$ cat src/rtl/pipe_pkg.sv
// Shared definitions for the elastic pipeline stage: occupancy encoding and default widths.
package pipe_pkg;

  typedef enum logic [1:0] {
    CntEmpty = 2'd0,
    CntOne   = 2'd1,
    CntFull  = 2'd2
  } count_e;

  localparam int unsigned DefDataW    = 32;
  localparam int unsigned DefPcW      = 32;
  // All-zero payload decodes as sll $0,$0,0.
  localparam logic [31:0] DefNopValue = 32'h0000_0000;

endpackage

$ cat src/rtl/pipe_sat_counter.sv
// Saturating up-counter with enable, cleared by asynchronous active-high reset.
module pipe_sat_counter #(
  parameter int unsigned CNT_W = 16
) (
  input  logic             clk,
  input  logic             reset,
  input  logic             en,
  output logic [CNT_W-1:0] cnt
);

  logic [CNT_W-1:0] cnt_q;

  always_ff @(posedge clk or posedge reset) begin
    if (reset) begin
      cnt_q <= '0;
    end else if (en && (cnt_q != {CNT_W{1'b1}})) begin
      cnt_q <= cnt_q + 1'b1;
    end
  end

  assign cnt = cnt_q;

endmodule

$ cat src/rtl/pipe_skid_stage.sv
// Two-entry skid-buffer pipeline stage with valid/ready handshake, flush and clock enable.
// Optional stall/flush performance counters are built when PIPE_SKID_STAGE_PERF_EN is defined.
module pipe_skid_stage
  import pipe_pkg::*;
#(
  parameter int unsigned          DATA_W    = DefDataW,
  parameter int unsigned          PC_W      = DefPcW,
  parameter logic [DATA_W-1:0]    NOP_VALUE = DATA_W'(DefNopValue),
  parameter int unsigned          CNT_W     = 16
) (
  input  logic              clk,
  input  logic              reset,
  input  logic              clk_en,
  input  logic              flush,
  input  logic              in_valid,
  output logic              in_ready,
  input  logic [PC_W-1:0]   in_pc,
  input  logic [DATA_W-1:0] in_data,
  output logic              out_valid,
  input  logic              out_ready,
  output logic [PC_W-1:0]   out_pc,
  output logic [DATA_W-1:0] out_data
`ifdef PIPE_SKID_STAGE_PERF_EN
  ,
  output logic [CNT_W-1:0]  stall_cnt,
  output logic [CNT_W-1:0]  flush_cnt
`endif
);

  count_e            count_q, count_d;
  logic [PC_W-1:0]   main_pc_q, main_pc_d;
  logic [DATA_W-1:0] main_data_q, main_data_d;
  logic [PC_W-1:0]   skid_pc_q, skid_pc_d;
  logic [DATA_W-1:0] skid_data_q, skid_data_d;
  logic              push, pop;

  // Both handshake outputs decode only the occupancy register, so no
  // combinational path exists from out_ready to in_ready.
  assign in_ready  = (count_q != CntFull);
  assign out_valid = (count_q != CntEmpty);
  assign out_pc    = main_pc_q;
  assign out_data  = out_valid ? main_data_q : NOP_VALUE;

  assign push = in_valid & in_ready & clk_en;
  assign pop  = out_valid & out_ready & clk_en;

  always_comb begin
    count_d     = count_q;
    main_pc_d   = main_pc_q;
    main_data_d = main_data_q;
    skid_pc_d   = skid_pc_q;
    skid_data_d = skid_data_q;
    if (flush) begin
      count_d     = CntEmpty;
      main_pc_d   = '0;
      main_data_d = NOP_VALUE;
      skid_pc_d   = '0;
      skid_data_d = NOP_VALUE;
    end else begin
      case (count_q)
        CntEmpty: begin
          if (push) begin
            main_pc_d   = in_pc;
            main_data_d = in_data;
            count_d     = CntOne;
          end
        end
        CntOne: begin
          if (push && pop) begin
            main_pc_d   = in_pc;
            main_data_d = in_data;
          end else if (pop) begin
            count_d = CntEmpty;
          end else if (push) begin
            skid_pc_d   = in_pc;
            skid_data_d = in_data;
            count_d     = CntFull;
          end
        end
        CntFull: begin
          if (pop) begin
            main_pc_d   = skid_pc_q;
            main_data_d = skid_data_q;
            count_d     = CntOne;
          end
        end
        default: count_d = CntEmpty;
      endcase
    end
  end

  always_ff @(posedge clk or posedge reset) begin
    if (reset) begin
      count_q     <= CntEmpty;
      main_pc_q   <= '0;
      main_data_q <= NOP_VALUE;
      skid_pc_q   <= '0;
      skid_data_q <= NOP_VALUE;
    end else begin
      count_q     <= count_d;
      main_pc_q   <= main_pc_d;
      main_data_q <= main_data_d;
      skid_pc_q   <= skid_pc_d;
      skid_data_q <= skid_data_d;
    end
  end

`ifdef PIPE_SKID_STAGE_PERF_EN
  logic stall_en, flush_en;

  assign stall_en = out_valid & ~out_ready & clk_en;
  assign flush_en = flush & (count_q != CntEmpty);

  pipe_sat_counter #(
    .CNT_W (CNT_W)
  ) u_stall_cnt (
    .clk   (clk),
    .reset (reset),
    .en    (stall_en),
    .cnt   (stall_cnt)
  );

  pipe_sat_counter #(
    .CNT_W (CNT_W)
  ) u_flush_cnt (
    .clk   (clk),
    .reset (reset),
    .en    (flush_en),
    .cnt   (flush_cnt)
  );
`endif

endmodule

$ cat config.mk
export PLATFORM = sky130hd
export DESIGN_NAME = pipe_skid_stage
export DESIGN_NICKNAME = d
export VERILOG_FILES = /design/src/rtl/pipe_pkg.sv /design/src/rtl/pipe_sat_counter.sv /design/src/rtl/pipe_skid_stage.sv
export SDC_FILE = /design/constraint.sdc
export NUM_CORES = 1
export LEC_CHECK = 0
export CAP_MARGIN = 20
export CORE_UTILIZATION = 27
export CTS_CLUSTER_SIZE = 30
export DETAILED_ROUTE_END_ITERATION = 12
export HOLD_SLACK_MARGIN = 0.02
export SYNTH_ARGS = -nofsm -noshare
export SYNTH_HDL_FRONTEND = slang
export SYNTH_SLANG_ARGS = --single-unit
$ cat constraint.sdc
create_clock -name clk -period 11.1 [get_ports clk]
set_clock_uncertainty 0.15 [all_clocks]
set_input_delay 1.11 -clock clk [delete_from_list [all_inputs] [get_ports clk]]
set_output_delay 1.11 -clock clk [all_outputs]
set_load 0.05 [all_outputs]
==> flow_summary.ini <==
[timing]
finalMaxSlewViolations = 0
hold_viol = 0
setup_violations = 0
rsz0062_at_grt = false
slew_headroom = 0.363
fmax_mhz = 224
period_minus_slack_ns = 4.47
post-route-period-util = 0.403
tns_ns = 0
worst_pin_slew_ns = 0.956

[setup_path]
rr_worst_depth = 8
cp-start-kind = flop
crit_fanout = 37
reg2reg_from = count_q[0]
worstReg2RegEnd = out_pc[10]
critical_path_arrival_ns = 3.21
cp.required_ns = 9.84
r2r_slack_ns = 7.01
cp-end-kind = output pin
path_class = flop to output pin

[final_layout]
area_growth_pct = 33.5
fin_area_sq_mm = 0.00861
nets = 753
antenna_cells = 0
final_core_util = 0.367
most-common-layout-cells = 134 x clkdlybuf4s50_1, 130 x dfrtp_1, 128 x nand2_1
fillers = 2293
final_layout_size_suffix_gt1_frac = 0.155
final_common_cell = clkdlybuf4s50_1

[routing]
drt_iter0_drc = 186
drc = 0
drt-pass1-iter-count = 4
vias = 4518
routedWlPerCell_um = 15.8
ant_nets = 0
finalWirelength_mm = 16.0
drt-vias-per-instance = 4.47

[floorplanning]
die_y_um = 157
dieArea_sq_mm = 0.0245
rows = 56
io_pins = 136
initial_core_util = 0.275
core_sq_mm = 0.0235
die_x_um = 157

[synth]
synth_top_area_frac = 0.505
ys_ff_latch = 130
ys_warn_count = 0
synth_nets = 636
synth-seq-area-share = 0.505
synth_top_area_cell = dfrtp_1
synthDistinctLibCells = 32
netlist_top_cells_area = dfrtp_1 50%, o2bb2ai_2 14%, mux2i_1 9.9%
synth_cells = 562
syn-cell-area_sq_mm = 0.00645
avgSynthCellArea_sq_um = 11.5

[placement]
gp_congestion = 0.749
port_buffers = 135
hpwl_mm = 9.85
placed_cell_area_sq_mm = 0.00794

[global_route]
grt_pass1_wl_mm = 26.1
grt_max_degree = 74
antenna_found_initial = 0
track_usage = 0.141
grt-ovfl-total = 0
first_global_vias = 4640

[clocking]
cts_tree = done
cts_root_buf = clkbuf_16
clock-sinks = 130
htree_levels = 4
clk_pin_slew_ns = 0.06
postCtsSetupRepairBufs = 0
clk_latency_ns = 0.42
clock_path_buffers = 2
hold_buffers = 0
cts_repair_resize_count = 0
cts_inserted_buffers = 17

[pwr]
p_leak_uw = 0.00331
power.density_mw_per_mm2 = 264
ir_drop_uv = 106

[hold_path]
worstHoldEndpoint = main_data_q[16]
min_path_type = flop to flop
min_path_cells = 1
min_from = main_data_q[16]

[outcome]
status = completed

[run]
maxCapViolCount = 0
cells in the mapped netlist:
cell type	instances
dfrtp_1	130
nand2_1	128
a21oi_1	64
mux2i_1	64
o2bb2ai_2	60
nor2b_1	34
clkbuf_1	17
buf_2	9
buf_12	7
buf_6	6
buf_1	5
inv_1	5
ha_1	4
nor2_1	4
o2bb2ai_1	4
a221o_1	3
buf_4	2
nor3_1	2
a211oi_2	1
a21bo_1	1
a21boi_0	1
a221oi_1	1
a32o_1	1
and2_1	1
and2b_1	1
and4_2	1
nand2b_1	1
nand3b_2	1
nand4_1	1
nand4b_1	1
o21ai_4	1
xnor2_1	1
registers in the layout, indices dropped and copies added (netlist names):
name / cells
count_q: 2
skid_data_q: 32
skid_pc_q: 32
out_pc: 32
main_data_q: 32
metrics by stage:
step	std cells	hold slack (ns)	setup WS (ns)	power (uW)
3_5_place_dp	979	0.329	6.96	1650
3_3_place_gp	979	0.330	7.05	1640
2_1_floorplan	562	0.311	6.37	1400
5_1_grt	1010	0.358	6.46	2380
6_report	1010	0.340	6.63	2270
4_1_cts	1010	0.347	6.60	2300
critical path, cell delays in order, from the launching register on:
cell	delay, ns
dfrtp_1	0.43
inv_1	0.17
ha_4	0.55
buf_4	0.65
inv_1	0.21
clkdlybuf4s50_1	0.75
cell families after synthesis:
| family | after synthesis | synth area share |
|---|---|---|
| xor+xnor | 1 | 0.00136 |
| fa+ha+maj | 4 | 0.00776 |
| simple gates | 175 | 0.120 |
| mux | 64 | 0.0994 |
| buf+inv | 51 | 0.0572 |
| flops | 130 | 0.505 |
| compound gates | 137 | 0.210 |
routing by layer:
metal,global-route usage,wire (um),vias up
met4,0.0500,211,0
met1,0.194,7860,2207
li1,-,-,2203
met5,0,0,-
met3,0.0338,648,15
met2,0.213,7280,93
how the worst max path moves through the flow:
stage	start	end	slack [ns]	cells past startpoint
detailed placement	count_q[0]	out_pc[11]	6.96	8
finish	count_q[0]	in_ready	6.63	5
CTS	count_q[0]	in_ready	6.60	5
floorplan	reset	count_q[0]	6.37	1
global placement	count_q[0]	out_pc[11]	7.05	8
global route	count_q[0]	in_ready	6.46	5
report_power, final:
| part | switching, uW | total, uW | internal [uW] |
|---|---|---|---|
| logic | 596 | 933 | 337 |
| registers | 101 | 697 | 596 |
| clock network | 212 | 639 | 427 |
cell type report:
cell class	count	area, sq um	area share
timing repair buffer	144	1410	0.164
sequential	130	3250	0.378
multi-input combinational	381	2850	0.331
clock inverter	9	175	0.0204
tap	319	399	0.0464
inverter	5	23.8	0.00276
clock buffer	22	494	0.0574
No activity file was read; power rests on OpenSTA's default activity.
